[config.mk]
export PLATFORM = sky130hd
export DESIGN_NAME = alu_operand_collector
export DESIGN_NICKNAME = d
export VERILOG_FILES = /design/src/rtl/alu_operand_collector.sv
export SDC_FILE = /design/constraint.sdc
export NUM_CORES = 1
export LEC_CHECK = 0
export BUFFER_PORTS_ARGS = -buffer_cell sky130_fd_sc_hd__buf_2
export CAP_MARGIN = 20
export CORE_MARGIN = 2
export CORE_UTILIZATION = 59
export DETAILED_ROUTE_END_ITERATION = 8
export PLACE_DENSITY = 0.85
export SLEW_MARGIN = 20
export SYNTH_ARGS = -nofsm -noshare
export SYNTH_HDL_FRONTEND = slang
export SYNTH_SLANG_ARGS = --single-unit
export TNS_END_PERCENT = 10
[constraint.sdc]
create_clock -name clk -period 3.5 [get_ports clk]
set_input_delay 0.175 -clock clk [delete_from_list [all_inputs] [get_ports clk]]
set_output_delay 0.175 -clock clk [all_outputs]
set_load 0.01 [all_outputs]
[src/rtl/alu_operand_collector.sv]
// Gathers ALU operand beats from upstream until the command's required set is
// present, then issues a single-cycle CE strobe to the ALU.
module alu_operand_collector #(
  parameter int unsigned WIDTH   = 8,
  parameter int unsigned CMD_W   = 4,
  parameter int unsigned TIMEOUT = 16
) (
  input  logic             clk,
  input  logic             rst_n,
  input  logic [1:0]       in_valid,
  input  logic [WIDTH-1:0] in_opa,
  input  logic [WIDTH-1:0] in_opb,
  input  logic [CMD_W-1:0] in_cmd,
  input  logic             in_mode,
  input  logic             in_cin,
  output logic             in_ready,
  output logic [WIDTH-1:0] opa,
  output logic [WIDTH-1:0] opb,
  output logic [CMD_W-1:0] cmd,
  output logic             mode,
  output logic             cin,
  output logic             ce,
  output logic [1:0]       inp_valid,
  output logic             timeout_err
);

  localparam int unsigned CNT_W = $clog2(TIMEOUT + 1);

  typedef enum logic [1:0] {S_IDLE, S_WAIT, S_ISSUE} state_t;

  state_t             state_q, state_n;
  logic [WIDTH-1:0]   a_q, a_n, b_q, b_n;
  logic [CMD_W-1:0]   cmd_q, cmd_n;
  logic               mode_q, mode_n, cin_q, cin_n;
  logic [1:0]         req_q, req_n, col_q, col_n;
  logic [CNT_W-1:0]   cnt_q, cnt_n;

  logic [WIDTH-1:0]   opa_n, opb_n;
  logic [CMD_W-1:0]   cmd_o_n;
  logic               mode_o_n, cin_o_n, ce_n, err_n, ready_n;
  logic [1:0]         inp_valid_n;

  logic [1:0]         req_c;
  logic               legal_c;
  logic               accept_c;

  assign accept_c = (|in_valid) && in_ready;

  // Required operand mask for the incoming command; unknown commands pass through.
  always_comb begin
    req_c   = 2'b00;
    legal_c = 1'b1;
    if (in_mode) begin
      case (in_cmd)
        CMD_W'(0), CMD_W'(1), CMD_W'(2), CMD_W'(3),
        CMD_W'(8), CMD_W'(9), CMD_W'(10):             req_c = 2'b11;
        CMD_W'(4), CMD_W'(5):                         req_c = 2'b01;
        CMD_W'(6), CMD_W'(7):                         req_c = 2'b10;
        default:                                      legal_c = 1'b0;
      endcase
    end else begin
      case (in_cmd)
        CMD_W'(0), CMD_W'(1), CMD_W'(2), CMD_W'(3),
        CMD_W'(4), CMD_W'(5), CMD_W'(12), CMD_W'(13): req_c = 2'b11;
        CMD_W'(6), CMD_W'(8), CMD_W'(9):              req_c = 2'b01;
        CMD_W'(7), CMD_W'(10), CMD_W'(11):            req_c = 2'b10;
        default:                                      legal_c = 1'b0;
      endcase
    end
  end

  // Next-state and next-output logic.
  always_comb begin
    state_n     = state_q;
    a_n         = a_q;
    b_n         = b_q;
    cmd_n       = cmd_q;
    mode_n      = mode_q;
    cin_n       = cin_q;
    req_n       = req_q;
    col_n       = col_q;
    cnt_n       = cnt_q;
    err_n       = 1'b0;
    opa_n       = opa;
    opb_n       = opb;
    cmd_o_n     = cmd;
    mode_o_n    = mode;
    cin_o_n     = cin;
    ce_n        = 1'b0;
    inp_valid_n = 2'b00;

    case (state_q)
      S_IDLE: begin
        if (accept_c) begin
          cmd_n  = in_cmd;
          mode_n = in_mode;
          cin_n  = in_cin;
          if (in_valid[0]) a_n = in_opa;
          if (in_valid[1]) b_n = in_opb;
          col_n  = in_valid;
          req_n  = legal_c ? req_c : in_valid;
          cnt_n  = '0;
          state_n = ((col_n & req_n) == req_n) ? S_ISSUE : S_WAIT;
        end
      end
      S_WAIT: begin
        cnt_n = cnt_q + CNT_W'(1);
        if (accept_c) begin
          if (in_valid[0]) a_n = in_opa;
          if (in_valid[1]) b_n = in_opb;
          col_n = col_q | in_valid;
        end
        // Completion takes priority over an expiring counter.
        if ((col_n & req_q) == req_q) begin
          state_n = S_ISSUE;
        end else if (cnt_q == CNT_W'(TIMEOUT - 1)) begin
          state_n = S_IDLE;
          err_n   = 1'b1;
        end
      end
      S_ISSUE: state_n = S_IDLE;
      default: state_n = S_IDLE;
    endcase

    // Issue fields are loaded on the edge entering ISSUE so CE appears one clock after the completing beat.
    if (state_n == S_ISSUE) begin
      ce_n        = 1'b1;
      inp_valid_n = req_n;
      opa_n       = req_n[0] ? a_n : '0;
      opb_n       = req_n[1] ? b_n : '0;
      cmd_o_n     = cmd_n;
      mode_o_n    = mode_n;
      cin_o_n     = cin_n;
    end

    ready_n = (state_n != S_ISSUE);
  end

  always_ff @(posedge clk or negedge rst_n) begin
    if (!rst_n) begin
      state_q     <= S_IDLE;
      a_q         <= '0;
      b_q         <= '0;
      cmd_q       <= '0;
      mode_q      <= 1'b0;
      cin_q       <= 1'b0;
      req_q       <= 2'b00;
      col_q       <= 2'b00;
      cnt_q       <= '0;
      opa         <= '0;
      opb         <= '0;
      cmd         <= '0;
      mode        <= 1'b0;
      cin         <= 1'b0;
      ce          <= 1'b0;
      inp_valid   <= 2'b00;
      timeout_err <= 1'b0;
      in_ready    <= 1'b1;
    end else begin
      state_q     <= state_n;
      a_q         <= a_n;
      b_q         <= b_n;
      cmd_q       <= cmd_n;
      mode_q      <= mode_n;
      cin_q       <= cin_n;
      req_q       <= req_n;
      col_q       <= col_n;
      cnt_q       <= cnt_n;
      opa         <= opa_n;
      opb         <= opb_n;
      cmd         <= cmd_o_n;
      mode        <= mode_o_n;
      cin         <= cin_o_n;
      ce          <= ce_n;
      inp_valid   <= inp_valid_n;
      timeout_err <= err_n;
      in_ready    <= ready_n;
    end
  end

endmodule
After elaboration in Yosys (flattened, before gate mapping)
Cells that the tools add are included.
Word-level totals
  bits in registers: 60
  logic and storage cells: 96
  input bits: 26
Cells by class
  multiplexer cells: 39
  bitwise operators: 3
  reduce and logical (&&, ||, !) cells: 15
  add/subtract/negate cells: 1
  equality and inequality tests: 20
Operators with widths (count)
  2-to-1 mux 8 bit: 8
  equality test 4 bit, second input constant: 6
  2-to-1 mux 2 bit: 12
  equality test 4 x 3 -> 1 bit, second input constant: 4
  OR reduction 14 bit: 1
  case mux 2 bit (3 select lines): 2
  2-to-1 mux 1 bit: 11
  OR reduction 11 bit: 1
  case mux 5 bit (2 select lines): 1
  equality test 4 x 2 -> 1 bit, second input constant: 2
  2-to-1 mux 4 bit: 2
  case mux 2 bit (2 select lines): 2
  OR reduction 2 bit: 4
  OR reduction 8 bit: 1
  OR reduction 7 bit: 1
  OR reduction 3 bit: 2
  adder 5 x 1 -> 5 bit, second input constant: 1
  equality test 5 x 4 -> 1 bit, second input constant: 1
  2-to-1 mux 5 bit: 1
  bitwise AND 2 bit: 2
  equality test 2 bit: 2
  equality test 4 x 1 -> 1 bit, second input constant: 1
  zero test 4 bit: 1
  inequality test 2 bit, second input constant: 2
  7 further kinds: 7

Logic depth before layout (Yosys ltp)
  depth in word-level cells: 12
  gate-level depth with buffers: 7
  depth with buffers taken out: 5

Worst setup path after synthesis
No wires, ideal clock.
  path kind: register -> register
  start point: register in_ready
  end point: register opa[0]
  setup time: 0.125 ns
  required time: 3.375 ns
  clock period less this slack: 1.907 ns
  stages on the path, launching flop included: 6
  path slack: 1.593 ns
  arrival time: 1.781 ns
  cells stage by stage: dfstp_2 -> nor3b_2 -> o21ai_0 -> a32oi_2 -> a21boi_0 -> mux2_4
On the way
  word-level cells in the longest chain between the ends: 8
Ends and longest elaborated chain
  start: declaration: line 16  | output logic in_ready,
  start signal: assignment: line 177  | in_ready <= ready_n;
  logical AND 1 bit (*): line 47  | assign accept_c = (|in_valid) && in_ready;
  2-to-1 mux 2 bit: line 108  | if (accept_c) begin
  2-to-1 mux 2 bit: line 92  | case (state_q)
  bitwise AND 2 bit: line 114  | if ((col_n & req_q) == req_q) begin
  equality test 2 bit: line 114
  2-to-1 mux 2 bit: line 114
  case mux 2 bit (2 select lines): line 92
  equality test 2 bit: line 126  | if (state_n == S_ISSUE) begin
  end signal: assignment: line 169  | opa <= opa_n;
  end: declaration: line 17  | output logic [WIDTH-1:0] opa,
Mark *: on every way between the ends. The rest lies on a longest branch, timed or not. The select of a mux whose other input is x is not followed.
A chain may end at the register's enable or synchronous reset.

Worst setup path in the final report
  start point: register in_ready
  end point: register opa[7]
Same word-level chain as after synthesis.

==> reports/metrics.csv <==
metric,value,unit
run_status,"finished, final reports clean",
viasPerCell,5.578,
power_frac_clock,18.5,%
postCtsSetupRepairBufs,0,
grtUsageMet1,28.35,%
fin_crit,2245,ps
cp_cell_sequence,nor3b_2 -> o21a_1 -> a21oi_4 -> mux2_2,
arrival,2460,ps
powerDensity,910.6,nW/um^2
detail-route-antenna-nets,0,
initial_core_util,62.58,%
die_w,72.66,microns
synth_common_cells,"dfrtp_1, nand2_1, mux2_2, a21boi_0, mux2_4",
gp_congestion,0.8018,
antenna_found_initial,0,
ys_seq_area_share,54.03,%
dieArea,5279,sq um
vdd_drop_max,541.1,uV
syn_to_final_growth,15.38,%
htree_levels,3,
whs_endpoint,cin_q,
finalMaxSlewViolations,0,
netlist.area_leader.share,53.08,%
stdcell_area,3209,sq um
grt_usage,21.72,%
final-hold-violation-count,0,
placed_cell_area,3027,sq um
fmax,0.4454,GHz
setup_ws,1255,ps
synth_seq_cells,60,
holdBufCountCts,1,
yosysUniqueCellTypes,42,
rows,24,
port_buffers,52,
drtIter0Drc,156,
yosysMostFrequentCell,dfrtp_1,
finalSetupTns,0,ps
worstMarginPinSlew,1061,ps
grt_pass1_wl,8.604,mm
cts_buffer_depth,2,
synth_ff_type,dfrtp_1,
syn_inst,223,
die_y,72.66,microns
max_cap_viol_count,0,
ys_warn_count,0,
clk_latency,330,ps
met3_usage,8.702,%
nNetsFinal,305,
hold_depth,3,
syn-cell-area,2781,sq um
p_seq_share,38.9,%
gr-usage-met2,34.04,%
grt_busiest_layer,met2,
stdcell_count,334,
r2r_cells,4,
power_frac_comb,42.6,%
synth_top_area_cell,dfrtp_1,
synth.avg_cell_area,12.47,sq um
synth-edff-count,0,
overflow,0,
dp_hpwl,3.487,mm
dp_slack,1140,ps
period_share,64.15,%
io_pins,53,
leakage,1.614,nW
diodes,0,
worstReg2RegStart,in_ready,
grt_setup_unrepaired,false,
end_kind,flip-flop,
vias,1863,
start_kind,flip-flop,
p_int,1.930,mW
dp_cells,317,
cts_tree,yes,
slowest_stage,a21oi_4,
hp-start,in_cin,
p_sw,0.9927,mW
rr_endpoint,opa[7],
switching_share,33.97,%
dr.pass1.iters,4,
layout-drive-gt1-share,40.43,%
path_class,flip-flop to flip-flop,
ys_async_sr_fraction,100.0,%
worstHoldPathType,input pin to flip-flop,
cp.required,3710,ps
critPathMaxFanout,27,
fin_skew,6.825,ps
cts_root_buf,clkbuf_8,
reg2reg_slack,1250,ps
slowest_delay,880,ps
grt_pass1_vias,1838,
route.detailed.drc,0,
synthesis.nets,251,
clock_sinks,60,
post_cts_resize_count,0,
wire_per_inst,15.41,microns
core,4444,sq um
synth.area.top_cells,"dfrtp_1, mux2_2, mux2_4, a21boi_0, nand2_1",
setup_violations,0,
cts.reportedPaths.clkPinSlew,60,ps
grt_max_degree,36,
relSlewSlack,29.11,%
cts_buffers,9,
wirelength,5.146,mm
power groups by stage:
stage          logic [mW]  registers [mW]  clock network (mW)
6_report             1.24            1.14               0.540
5_1_grt              1.38            1.17               0.585
4_1_cts              1.26            1.14               0.555
3_5_place_dp         1.25            1.15                   0
3_3_place_gp         1.20            1.14                   0
2_1_floorplan       0.916            1.18                   0
kinds of logic after synthesis:
kind of cell,synth area share (%)
AO/OA/AOI/OAI,13.05
XOR/XNOR,0.3149
adder cells (fa/ha/maj),0.8995
buffers and inverters,4.364
flip-flops,54.03
multiplexers,17.41
AND/OR/NAND/NOR,9.941
worst max-delay path by stage:
stage,from,end,slack (ps),cells after the start
after CTS,in_ready,opa[1],1250,5
after floorplan,in_ready,opa[0],1590,5
after global placement,in_cmd[1],opb[7],1200,6
final,in_ready,opa[7],1250,4
after detailed placement,in_cmd[1],opa[5],1140,6
after global routing,in_ready,opa[5],1040,5
stage by stage:
stage / hold WS, ps / power [mW] / util (%)
2_1_floorplan: -120.6 / 2.097 / -
3_3_place_gp: 208.0 / 2.341 / 68.10
3_5_place_dp: 208.3 / 2.402 / 68.10
4_1_cts: 66.51 / 2.952 / 72.21
5_1_grt: 70.75 / 3.132 / 72.21
6_report: 74.96 / 2.922 / 72.21
flip-flops by register name, summed over array words and instances (netlist names):
register / count
in_ready: 1
b_q: 8
mode: 1
cmd: 4
state_q: 2
cin: 1
ce: 1
mode_q: 1
col_q: 2
opb: 8
cmd_q: 4
req_q: 2
cnt_q: 5
opa: 8
timeout_err: 1
cin_q: 1
a_q: 8
inp_valid: 2
worst max-delay path: cells and delay by family (launching register included):
| kind | cells | cell delay, ps |
|---|---|---|
| AO/OA/AOI/OAI | 2 | 1120 |
| flip-flops | 1 | 400 |
| multiplexers | 1 | 410 |
| AND/OR/NAND/NOR | 1 | 190 |
cell usage in the layout, fill, tap and decap left out, types with 2 or more instances in the layout:
| cell type | netlist | layout |
|---|---|---|
| mux2_2 | 23 | 23 |
| a21o_1 | 2 | 2 |
| buf_4 | 0 | 2 |
| clkinv_2 | 0 | 2 |
| and3_1 | 3 | 3 |
| mux2_4 | 15 | 15 |
| a21boi_0 | 16 | 16 |
| nor2b_1 | 2 | 2 |
| a21oi_1 | 4 | 4 |
| ha_1 | 2 | 2 |
| dfrtp_1 | 59 | 59 |
| buf_2 | 6 | 52 |
| nor3b_1 | 2 | 2 |
| nand2b_1 | 3 | 3 |
| nand2_1 | 30 | 30 |
| nand3_1 | 9 | 9 |
| inv_1 | 7 | 7 |
| o211ai_1 | 2 | 2 |
| o21ai_0 | 9 | 9 |
| nor2_1 | 3 | 3 |
| clkbuf_8 | 0 | 11 |
| clkbuf_1 | 2 | 3 |
per-layer routing:
metal	part of all wire, %	routed length, microns	vias to the layer above
met2	47	2399	50
met5	0	0	-
met4	1.1	55	0
li1	-	-	887
met3	5.5	282	5
met1	47	2410	921
cell type report:
cell class / count / area [sq um]
fill: 323 / 1235
sequential: 60 / 1503
clock inverter: 2 / 10.01
multi-input combinational: 144 / 1157
inverter: 7 / 26.28
tap: 52 / 65.06
clock buffer: 14 / 162.7
timing repair buffer: 55 / 285.3
Note: power is estimated with default switching activity, not from simulation.
